[src/rtl/wdg_rst_gen.sv]
// rtl/wdg_rst_gen.sv - system reset pulse generator driven by power-on, watchdog and external requests
module wdg_rst_gen #(
   parameter int HOLD_WIDTH = 8,
   parameter int POR_HOLD   = 16
) (
   input  logic                  clk_i,
   input  logic                  rst_n_i,
   input  logic                  wdg_rst_i,
   input  logic                  ext_rst_i,
   input  logic [HOLD_WIDTH-1:0] hold_i,
   input  logic                  clr_cause_i,
   output logic                  sys_rst_n_o,
   output logic                  busy_o,
   output logic [1:0]            cause_o,
   output logic [7:0]            wdg_rst_cnt_o
);

   typedef enum logic [1:0] {IDLE, ASSERT, WAIT} state_t;

   localparam logic [HOLD_WIDTH-1:0] POR_VAL = HOLD_WIDTH'(POR_HOLD);
   localparam logic [HOLD_WIDTH-1:0] ONE     = HOLD_WIDTH'(1);

   state_t                state, state_nxt;
   logic [HOLD_WIDTH-1:0] cnt, cnt_nxt;
   logic                  ext_s1, ext_s;
   logic                  trig;
   logic [1:0]            set_bits;
   logic [1:0]            cause_nxt;

   always_comb begin
      state_nxt = state;
      cnt_nxt   = cnt;
      trig      = 1'b0;
      case (state)
         IDLE: begin
            if (wdg_rst_i || ext_s) begin
               trig      = 1'b1;
               state_nxt = ASSERT;
               cnt_nxt   = (hold_i == '0) ? ONE : hold_i;
            end
         end
         ASSERT: begin
            cnt_nxt = cnt - ONE;
            if (cnt <= ONE) state_nxt = WAIT;
         end
         WAIT: begin
            // a request level still high must fall before another reset can start
            if (!wdg_rst_i && !ext_s) state_nxt = IDLE;
         end
         default: state_nxt = IDLE;
      endcase
   end

   assign set_bits  = trig ? {ext_s, wdg_rst_i} : 2'b00;
   assign cause_nxt = clr_cause_i ? set_bits : (cause_o | set_bits);

   always_ff @(posedge clk_i or negedge rst_n_i) begin
      if (!rst_n_i) begin
         state         <= ASSERT;
         cnt           <= POR_VAL;
         sys_rst_n_o   <= 1'b0;
         cause_o       <= 2'b00;
         wdg_rst_cnt_o <= 8'h00;
         ext_s1        <= 1'b0;
         ext_s         <= 1'b0;
      end else begin
         ext_s1      <= ext_rst_i;
         ext_s       <= ext_s1;
         state       <= state_nxt;
         cnt         <= cnt_nxt;
         sys_rst_n_o <= (state_nxt != ASSERT);
         cause_o     <= cause_nxt;
         if (trig && wdg_rst_i && (wdg_rst_cnt_o != 8'hFF))
            wdg_rst_cnt_o <= wdg_rst_cnt_o + 8'h01;
      end
   end

   assign busy_o = (state != IDLE);

endmodule
[config.mk]
export PLATFORM = sky130hd
export DESIGN_NAME = wdg_rst_gen
export DESIGN_NICKNAME = d
export VERILOG_FILES = /design/src/rtl/wdg_rst_gen.sv
export SDC_FILE = /design/constraint.sdc
export NUM_CORES = 1
export LEC_CHECK = 0
export BUFFER_PORTS_ARGS = -buffer_cell sky130_fd_sc_hd__clkbuf_2
export CAP_MARGIN = 20
export CORE_ASPECT_RATIO = 1.75
export CORE_MARGIN = 2
export CORE_UTILIZATION = 45
export DETAILED_ROUTE_END_ITERATION = 16
export PLACE_DENSITY = 0.81
export SYNTH_ARGS = -nofsm -noshare
export SYNTH_HDL_FRONTEND = slang
export SYNTH_SLANG_ARGS = --single-unit
export TNS_END_PERCENT = 5
[constraint.sdc]
create_clock -name clk_i -period 1.9 [get_ports clk_i]
set_clock_uncertainty 0.1 [all_clocks]
set_input_delay 0.38 -clock clk_i [delete_from_list [all_inputs] [get_ports clk_i]]
set_output_delay 0.38 -clock clk_i [all_outputs]
set_load 0.01 [all_outputs]
### Word-level counts from Yosys, hierarchy flattened

Index checks and enable logic that the tools add are counted.
Widths: inputs -> output; s select.

* flip-flop bits (word level): 23
* bits in latches: 0
* bits in writable memories: 0
* bits in read-only memories: 0
* input port bits: 13
* memories kept: 0

* add/subtract/negate cells: 2
* multiply operators: 0
* div/mod/pow operators: 0
* $lt $le $gt $ge: 1
* equality and inequality tests: 5
* shift-type cells: 0
* multiplexer cells: 11
* bitwise logic cells: 1
* reductions and logical operators: 11

Operators by type and width (count)
* $mux 8: 2
* $pmux 8 s2: 1
* $mux 2: 5
* $add 8x1->8 const B: 1
* $le 8x1->1 const B: 1
* $logic_not 8->1: 1
* $ne 8x8->1 const B: 1
* $sub 8x1->8 const B: 1
* $pmux 2 s3: 1
* $reduce_bool 2->1: 2
* $logic_and 1x1->1: 3
* $eq 2x1->1 const B: 1
* $eq 2x2->1 const B: 1
* $logic_not 1->1: 2
* $logic_not 2->1: 1
* $mux 1: 2
* $ne 2x1->1 const B: 1
* $ne 2x2->1 const B: 1
* $or 2x2->2: 1
* $reduce_and 2->1: 1
* $logic_or 1x1->1: 1

### Logic depth before layout (Yosys ltp)

Gate-level depths: netlist (run 1).

* depth in word-level cells: 6
* depth in mapped cells: 6
* mapped depth without buffers: 6

### Worst setup path after synthesis (run 1)

Ideal clock, no wire load.

* path type: register to register
* from: register state[0]
* to: register cnt[5]
* setup time: 0.144 ns
* data arrival time: 1.582 ns
* data required time: 1.656 ns
* path slack: 0.074 ns
* stages on the path, launching flop included: 6
* cell sequence: dfstp_2 > nand2b_1 > buf_6 > or4_4 > o311ai_0 > o311ai_1

* word-level cells in the longest chain between the ends: 3
* elaborated cells between the ends (all ways): 6
* those cells by class: eq/ne (2); mux (1); reduce/logical (3)

Ends and longest elaborated chain
* from (decl): RTL line 23 `state_t state, state_nxt;`
* from (signal assigned): RTL line 69 `state <= state_nxt;`
* $eq 2x1->1 / $logic_not 2->1 (equally long branches): RTL line 34 `case (state)`
* $reduce_bool 2->1 (no source line) / $ne 2x2->1 (equally long branches)
* $reduce_and 2->1 (no source line)
* to (signal assigned): RTL line 70 `cnt <= cnt_nxt;`
* to (decl): RTL line 24 `logic [HOLD_WIDTH-1:0] cnt, cnt_nxt;`

Parallel ways exist; a longest one is shown, timed or not.
A chain may end at the register's enable or synchronous reset.

### Worst setup path in the final report (run 1)

* from: register cnt[1]
* to: register cnt[6]

* word-level cells in the longest chain between the ends: 2

Ends and longest elaborated chain
* $sub 8x1->8: RTL line 43 `cnt_nxt = cnt - ONE;`
* $pmux 8 s2: RTL line 34

No other way between the ends.

==> metrics.csv, run 1 <==
metric;value;unit
drt wl/cell;14.7;um
num ports;25;
Pwr Density;1280;mW/mm2
CP startpoint;cnt[1];
crit-path leading delay family;simple AND/OR/NAND/NOR gates;
post-route cell area;0.00139;mm2
CP required;1.96;ns
period utilization;94.7;%
Rows;24;
Syn Inst Count;113;
drt first-iter violations;37;
cell count of the worst reg-to-reg path;6;
Setup crit end kind;flop;
Resized Gates After CTS;0;
syn nets;129;
Sw Share;37.5;%
TritonCTS clock tree;done;
failing checks;negative hold slack;
TNS Setup;0;ns
register area;578;um2
GRT overflow;0;
Final setup viols;0;
worst hold margin;-0.00879;ns
first-pass GRT wire length;4250;um
clock group share of total power;17.3;%
Worst IR Drop VDD;0.857;mV
Worst-Margin Slew;0.580;ns
CP Launch Type;flop;
status;complete, but fails checks;
RSZ-0062 raised after global routing;yes;
CP Cell Sequence;inv_1, ha_1, or3b_2, nor3_4, o21ai_0, o2bb2ai_1;
Worst Hold Class;primary input to asynchronous set/reset pin;
HPWL after DPL;1960;um
CTS H-tree depth;1;
final net count;161;
synth top area cells;dfrtp_1 (46%), dfstp_2 (4.6%), nand2_1 (3.6%);
Internal;1.12;mW
Critical R2R Launch;cnt[1];
commonest non-fill, non-tap cell in the layout;clkbuf_2;
final wirelength;2510;um
Yosys cell types;40;
final-layout fill cell count;228;
sequential cell fraction of total power;46.3;%
Final min period;1.80;ns
commonest cells after routing, fill and taps aside;clkbuf_2 (24), dfrtp_1 (21), nand2_1 (11);
port bufs;24;
Reg-to-Reg End;cnt[6];
cell count along the critical path;6;
Inserted Diodes;0;
slack of the worst reg-to-reg path;0.1;ns
multi-input combinational cell area;562;um2
Max Cap Viol;0;
die area;0.00298;mm2
Syn Std Cell Area;0.00114;mm2
initial antenna violation count;0;
number of instances in the placed design;166;
worst setup path endpoint;cnt[6];
DR DRC count;0;
final hold violations;10;
drt via density;5.80;
Die W;42.1;um
worst-case clock buffer depth;2;
Post-CTS Hold Fix Bufs;0;
top-area cell type share of the netlist area;45.9;%
CP Buf/Inv Count;1;
critical path's slowest cell;or3b_2;
combinational power share;36.4;%
Reg clk slew, reported paths;0.08;ns
largest net degree at the start of global routing;24;
total power;1.78;mW
Final Non-Filler Cells;170;
Pleak;0.669;nW
sequential share of the synthesized area;50.5;%
clk sinks;23;
post-synth top area cell;dfrtp_1;
gp weighted congestion;0.875;
Max Transition Viols Final;0;
Worst Path Class, Setup;flop to flop;
ANT nets after route;0;
vias in the first global route;984;
chip height;70.7;um
Placed Area;0.00132;mm2
relative slew slack;61.3;%
share of layout cells above drive strength 1;29.9;%
synth-to-layout area growth;21.4;%
Mean Syn Cell Area;10.1;um2
post-CTS setup buffer count;0;
CP peak stage delay;0.52;ns
crit path DAT;1.86;ns
Fmax achieved;0.556;GHz
Seq cells post-synth;23;
Ys Warns;0;
Num CTS Buffers;3;
Clock Latency Late Sink;0.27;ns
DR vias;986;
Initial Utilization;46.5;%
Root Buffer;clkbuf_8;
CORE AREA;0.00246;mm2
DRT Pass-1 Iters;4;
switching pwr;0.668;mW
Max FO, Critical Path;3;
Overall Global Routing Usage;18.4;%
==> power groups by stage <==
stage | logic, mW | clock network (mW) | registers, mW
6_report | 0.649 | 0.308 | 0.826
5_1_grt | 0.738 | 0.336 | 0.849
4_1_cts | 0.643 | 0.315 | 0.802
3_5_place_dp | 0.641 | 0 | 0.812
3_3_place_gp | 0.610 | 0 | 0.802
2_1_floorplan | 0.421 | 0 | 0.805
==> kinds of logic after synthesis <==
kind of cell    count (synthesis)  synth area share (%)
simple gates                   49                  22.8
xor+xnor                        1                 0.765
fa+ha+maj                       3                  3.28
buf+inv                         7                  2.95
mux                             5                  4.70
compound gates                 25                  15.0
flops                          23                  50.5
==> Yosys cell counts <==
master     number
nand4_1         2
o2bb2ai_1       2
and3_1          2
o21ai_0         4
buf_6           1
a211oi_1        1
or2_2           1
ha_1            3
dfstp_2         2
or2_0           1
nor4_1          3
nand2b_1        3
o211ai_1        1
a21o_1          1
nor3b_1         1
nor2b_1         2
o21a_1          1
or4_1           2
nor3_1          3
or3b_2          1
or4_4           1
xnor2_1         1
a22oi_1         1
dfrtp_1        21
o311ai_1        1
nand2_1        11
mux2_2          3
and4_1          1
nand3_1         6
mux2i_1         2
o311ai_0        1
a22o_1          2
and2_1          1
a31oi_1         1
a21oi_1         6
o32ai_1         1
nor2_1          8
o31ai_1         1
inv_1           6
a41oi_1         1
==> flip-flops by register name, indices dropped and copies added (netlist names) <==
| name | cells |
|---|---|
| cause_o | 2 |
| sys_rst_n_o | 1 |
| ext_s1 | 1 |
| wdg_rst_cnt_o | 8 |
| state | 2 |
| ext_s | 1 |
| cnt | 8 |
==> cell type report <==
class,instances,share of cell area [%]
well taps,26,2.34
multi-input cells,83,40.4
clock buffers,4,3.24
inverters,6,1.62
flip-flops and latches,23,41.6
repair buffers,28,10.8
==> how the worst min path moves through the flow <==
stage / from / to / cells after the start
after floorplan: rst_n_i / cause_o[0] / 0
after global placement: ext_s1 / ext_s / 0
after detailed placement: ext_s1 / ext_s / 0
after CTS: rst_n_i / cnt[5] / 1
after global routing: rst_n_i / cnt[6] / 1
final: rst_n_i / cnt[5] / 1
==> stage by stage <==
stage | utilization, % | setup WS (ns)
final | 56.5 | 0.0998
after global routing | 56.5 | -0.0178
after CTS | 55.3 | 0.0113
after detailed placement | 53.5 | 0.0165
after global placement | 53.5 | 0.107
after floorplan | - | 0.0738
==> layer usage <==
layer | wire [um] | vias up | GRT usage, %
met1 | 956 | 475 | 19.2
met4 | 45 | 0 | 7.29
li1 | - | 476 | -
met5 | 0 | - | 0
met2 | 1380 | 31 | 34.9
met3 | 127 | 4 | 3.57
(Power assumes the default switching activity.)
==> run 2, diff against run 1 <==
--- a/config.mk
+++ b/config.mk
@@ -10,6 +10,7 @@
 export CORE_ASPECT_RATIO = 1.75
 export CORE_MARGIN = 2
 export CORE_UTILIZATION = 45
+export CTS_BUF_LIST = sky130_fd_sc_hd__clkbuf_16
 export DETAILED_ROUTE_END_ITERATION = 16
 export PLACE_DENSITY = 0.81
 export SYNTH_ARGS = -nofsm -noshare
==> run 2 against run 1 <==
Die area is the same. Critical path depth is the same. Sequential power is essentially flat. Power grew 8.6%. Clock power grew 49%. Via count shrank 1.0%. Largest cell class unchanged. Final cell count is the same. Sequential share of layout area shrank 0.99 points. Clock-buffer cell count shrank 1. Critical endpoint unchanged. Global-route usage grew 0.68 points. Combinational power is essentially flat. The flow now finishes without violations.
==> metrics.csv, run 2 (same netlist as run 1, synthesis figures left out) <==
metric;value;unit;change
final wirelength;2540;um;was 2510 um
Overall Global Routing Usage;19.1;%;was 18.4%
Root Buffer;clkbuf_16;;was clkbuf_8
TritonCTS clock tree;done;;unchanged
DR vias;976;;was 986
total power;1.94;mW;was 1.78 mW
Fmax achieved;0.554;GHz;was 0.556 GHz
clk sinks;23;;unchanged
chip height;70.7;um;unchanged
Max Transition Viols Final;0;;unchanged
Pleak;0.688;nW;was 0.669 nW
GRT overflow;0;;unchanged
period utilization;95.0;%;was 94.7%
Clock Latency Late Sink;0.26;ns;was 0.27 ns
CP startpoint;cnt[1];;unchanged
Worst-Margin Slew;0.580;ns;about the same
num ports;25;;unchanged
Final setup viols;0;;unchanged
Inserted Diodes;0;;unchanged
Worst IR Drop VDD;1.05;mV;was 0.857 mV
CORE AREA;0.00246;mm2;unchanged
drt via density;5.74;;was 5.80
crit path DAT;1.85;ns;was 1.86 ns
ANT nets after route;0;;unchanged
Num CTS Buffers;3;;unchanged
first-pass GRT wire length;4330;um;was 4250 um
relative slew slack;61.3;%;about the same
Max FO, Critical Path;3;;unchanged
HPWL after DPL;1960;um;unchanged
commonest non-fill, non-tap cell in the layout;clkbuf_2;;unchanged
post-CTS setup buffer count;0;;unchanged
Setup crit end kind;flop;;unchanged
Reg clk slew, reported paths;0.06;ns;was 0.08 ns
CP Launch Type;flop;;unchanged
CP required;1.95;ns;was 1.96 ns
worst-case clock buffer depth;2;;unchanged
RSZ-0062 raised after global routing;yes;;unchanged
DR DRC count;0;;unchanged
DRT Pass-1 Iters;4;;unchanged
vias in the first global route;1000;;was 984
Final Non-Filler Cells;170;;unchanged
synth-to-layout area growth;24.4;%;was 21.4%
gp weighted congestion;0.875;;unchanged
Max Cap Viol;0;;unchanged
Worst Hold Class;primary input to asynchronous set/reset pin;;unchanged
Rows;24;;unchanged
share of layout cells above drive strength 1;29.9;%;unchanged
port bufs;24;;unchanged
Worst Path Class, Setup;flop to flop;;unchanged
Regs by FF count;cnt x8, wdg_rst_cnt_o x8;;unchanged
final hold violations;0;;was 10
Critical R2R Launch;cnt[1];;unchanged
initial antenna violation count;0;;unchanged
number of instances in the placed design;166;;unchanged
Final min period;1.80;ns;about the same
die area;0.00298;mm2;unchanged
TNS Setup;0;ns;unchanged
Die W;42.1;um;unchanged
commonest cells after routing, fill and taps aside;clkbuf_2 (24), dfrtp_1 (21), nand2_1 (11);;unchanged
CTS H-tree depth;1;;unchanged
Pwr Density;1360;mW/mm2;was 1280 mW/mm2
final net count;161;;unchanged
drt first-iter violations;17;;was 37
fin util;57.8;%;was 56.5%
Initial Utilization;46.5;%;unchanged
largest net degree at the start of global routing;24;;unchanged
status;finished, final reports clean;;was complete, but fails checks
drt wl/cell;15.0;um;was 14.7 um
-- run 2: critical path, stage by stage (launching register included) --
cell and delay, ns:
dfrtp_1 0.40, inv_1 0.11, ha_1 0.21, or3b_2 0.52, nor3_4 0.14, o21ai_0 0.09
o2bb2ai_1 0.12
-- run 2: timing repair --
| item | 4_1_cts | 5_1_grt |
|---|---|---|
| hold buffers | 0 | 0 |
| gates resized for setup | 0 | 6 |
| endpoints found under the setup margin | 0 | 5 |
-- run 2: report_power, final --
group          internal [mW]  total [mW]  switching (mW)
Clock                  0.281       0.458           0.177
Combinational          0.314       0.648           0.335
Sequential             0.653       0.829           0.176
-- run 2: layout make-up --
type                            instances  area, um2
Tap cell                               26       32.5
Clock buffer                            3       75.1
Inverter                                6       22.5
Multi-Input combinational cell         83        562
Fill cell                             224       1040
Timing Repair Buffer                   28        150
Clock inverter                          1       3.75
Sequential cell                        23        578
-- run 2: path summary, 6_finish.rpt --
| check | cells after the start | slack [ns] | end |
|---|---|---|---|
| max | 6 | 0.1 | cnt[6] |
| min | 1 | 0.003 | cnt[5] |
| min in group clk_i | 1 | 0.12 | ext_s1 |
| max reg2reg | 6 | 0.1 | cnt[6] |
| max in group asynchronous | 1 | 1.31 | wdg_rst_cnt_o[0] |
| min reg2reg | 0 | 0.25 | ext_s |
-- run 2: stage by stage --
step	hold WS (ns)	setup WS, ns	cell area [um2]
6_report	0.00323	0.0950	1420
5_1_grt	0.0456	-0.0202	1420
4_1_cts	0.0310	0.0118	1400
3_5_place_dp	0.235	0.0165	1320
3_3_place_gp	0.234	0.107	1320
2_1_floorplan	-0.0156	0.0738	1140
-- run 2: metal layers --
layer  routed length, um  track usage, %
met1                 985            19.7
met2                1370            34.9
met3                 108            3.57
met4                  75            10.8
met5                   0               0
==> run 3, diff against run 2 <==
--- a/config.mk
+++ b/config.mk
@@ -7,12 +7,14 @@
 export LEC_CHECK = 0
 export BUFFER_PORTS_ARGS = -buffer_cell sky130_fd_sc_hd__clkbuf_2
 export CAP_MARGIN = 20
+export CELL_PAD_IN_SITES_DETAIL_PLACEMENT = 1
+export CELL_PAD_IN_SITES_GLOBAL_PLACEMENT = 2
 export CORE_ASPECT_RATIO = 1.75
 export CORE_MARGIN = 2
-export CORE_UTILIZATION = 45
+export CORE_UTILIZATION = 29
 export CTS_BUF_LIST = sky130_fd_sc_hd__clkbuf_16
 export DETAILED_ROUTE_END_ITERATION = 16
-export PLACE_DENSITY = 0.81
+export PLACE_DENSITY = 0.83
 export SYNTH_ARGS = -nofsm -noshare
 export SYNTH_HDL_FRONTEND = slang
 export SYNTH_SLANG_ARGS = --single-unit
==> run 3 against run 2 <==
Cell area up 2.1%. Routed wire length up 23%. Die area up 51%. Sequential share of layout area down 0.84 points. Sequential power down 1%. Hold slack better by 0.031 ns. Largest cell class unchanged.
==> metrics.csv, run 3 (same netlist as run 1, synthesis figures left out) <==
metric;value;unit;change
commonest cells after routing, fill and taps aside;clkbuf_2 (24), dfrtp_1 (21), nand2_1 (11);;unchanged
Rows;30;;was 24
HPWL after DPL;2460;um;was 1960 um
drt wl/cell;16.2;um;was 15.0 um
DR DRC count;0;;unchanged
first-pass GRT wire length;5320;um;was 4330 um
Reg clk slew, reported paths;0.06;ns;about the same
CORE AREA;0.00383;mm2;was 0.00246 mm2
crit path DAT;1.84;ns;was 1.85 ns
Critical R2R Launch;state[1];;was cnt[1]
Final min period;1.80;ns;about the same
multi-input combinational cell area;556;um2;was 562 um2
Overall Global Routing Usage;15.7;%;was 19.1%
gp weighted congestion;0.823;;was 0.875
die area;0.00449;mm2;was 0.00298 mm2
post-route cell area;0.00145;mm2;was 0.00142 mm2
Max Cap Viol;0;;unchanged
synth-to-layout area growth;27.0;%;was 24.4%
Max FO, Critical Path;8;;was 3
num ports;25;;unchanged
Initial Utilization;29.9;%;was 46.5%
slack of the worst reg-to-reg path;0.10;ns;was 0.1 ns
drt first-iter violations;14;;was 17
DRT Pass-1 Iters;4;;unchanged
final net count;162;;was 161
Worst Hold Class;primary input to asynchronous set/reset pin;;unchanged
worst hold margin;0.0340;ns;was 0.00323 ns
Worst-Margin Slew;0.629;ns;was 0.580 ns
Root Buffer;clkbuf_16;;unchanged
CP required;1.95;ns;about the same
relative slew slack;58.0;%;was 61.3%
period utilization;94.6;%;was 95.0%
Pleak;0.689;nW;was 0.688 nW
Worst IR Drop VDD;0.633;mV;was 1.05 mV
register area;578;um2;unchanged
share of layout cells above drive strength 1;30.3;%;was 29.9%
clk sinks;23;;unchanged
final hold violations;0;;unchanged
Reg-to-Reg End;cnt[5];;was cnt[6]
Inserted Diodes;0;;unchanged
Setup crit end kind;flop;;unchanged
Clock Latency Late Sink;0.26;ns;about the same
Final Non-Filler Cells;193;;was 170
CTS H-tree depth;1;;unchanged
commonest non-fill, non-tap cell in the layout;clkbuf_2;;unchanged
cell count of the worst reg-to-reg path;4;;was 6
status;finished, final reports clean;;unchanged
largest net degree at the start of global routing;24;;unchanged
post-CTS setup buffer count;0;;unchanged
initial antenna violation count;0;;unchanged
CP Launch Type;flop;;unchanged
port bufs;24;;unchanged
ANT nets after route;0;;unchanged
worst-case clock buffer depth;2;;unchanged
Pwr Density;1360;mW/mm2;about the same
Max Transition Viols Final;0;;unchanged
Num CTS Buffers;3;;unchanged
GRT overflow;0;;unchanged
Worst Path Class, Setup;flop to flop;;unchanged
TritonCTS clock tree;done;;unchanged
final-layout fill cell count;464;;was 224
final wirelength;3120;um;was 2540 um
Final setup viols;0;;unchanged
Die W;51.5;um;was 42.1 um
DR vias;1004;;was 976
Placed Area;0.00135;mm2;was 0.00132 mm2
vias in the first global route;1111;;was 1000
number of instances in the placed design;189;;was 166
drt via density;5.20;;was 5.74
Regs by FF count;cnt x8, wdg_rst_cnt_o x8;;unchanged
RSZ-0062 raised after global routing;no;;was yes
Fmax achieved;0.556;GHz;was 0.554 GHz
chip height;87.1;um;was 70.7 um
-- run 3: changes by cell type in the layout (fill, tap and decap cells not counted), sizes merged --
cell	change
buf	+1
clkinv	+1
inv	-1
-- run 3: timing repair --
item                       in CTS  in global routing
setup endpoints to repair       1                  3
pin swaps                       0                  0
gates resized for setup         1                  4
hold buffers                    0                  0
-- run 3: routing by layer --
layer,vias to the layer above,wire [um],GRT usage (%),part of all wire (%)
met4,0,9,4.55,0.29
met5,-,0,0,0
met1,499,1180,17.1,38
li1,480,-,-,-
met2,23,1830,29.6,58
met3,2,111,2.92,3.6
-- run 3: area by class of cell --
type | instances | area share (%)
sequential | 23 | 39.8
clock inverter | 1 | 0.344
inverter | 6 | 1.55
clock buffer | 3 | 5.16
multi-input combinational | 83 | 38.2
timing repair buffer | 29 | 10.8
tap | 48 | 4.13
-- run 3: worst max path at each step --
| stage | startpoint | end | cells after the start |
|---|---|---|---|
| after global placement | cnt[1] | cnt[6] | 6 |
| after detailed placement | cnt[1] | cnt[6] | 6 |
| final | state[1] | cnt[5] | 4 |
| after floorplan | state[0] | cnt[5] | 5 |
| after global routing | state[1] | cnt[5] | 4 |
| after CTS | cnt[1] | cnt[6] | 6 |
-- run 3: power by group --
group          internal [mW]  leakage (nW)  switching, mW
Combinational          0.328         0.361          0.377
Clock                  0.283        0.0409          0.173
Sequential             0.652         0.287          0.166
-- run 3: stage by stage --
step / utilization, % / setup TNS, ns / power [mW] / setup slack, ns
6_report: 38.0 / 0 / 1.98 / 0.102
5_1_grt: 38.0 / 0 / 2.15 / 0.00533
4_1_cts: 37.5 / 0 / 1.98 / 0.0170
3_5_place_dp: 35.3 / -0.0755 / 1.51 / -0.0755
3_3_place_gp: 35.3 / 0 / 1.44 / 0.0421
2_1_floorplan: - / 0 / 1.23 / 0.0738
-- run 3: worst max-delay path: stages, from the launching register on --
cell and delay (ns):
dfrtp_1 0.45, nand2b_1 0.19, or4_4 0.45, or2_0 0.25, o311ai_1 0.26
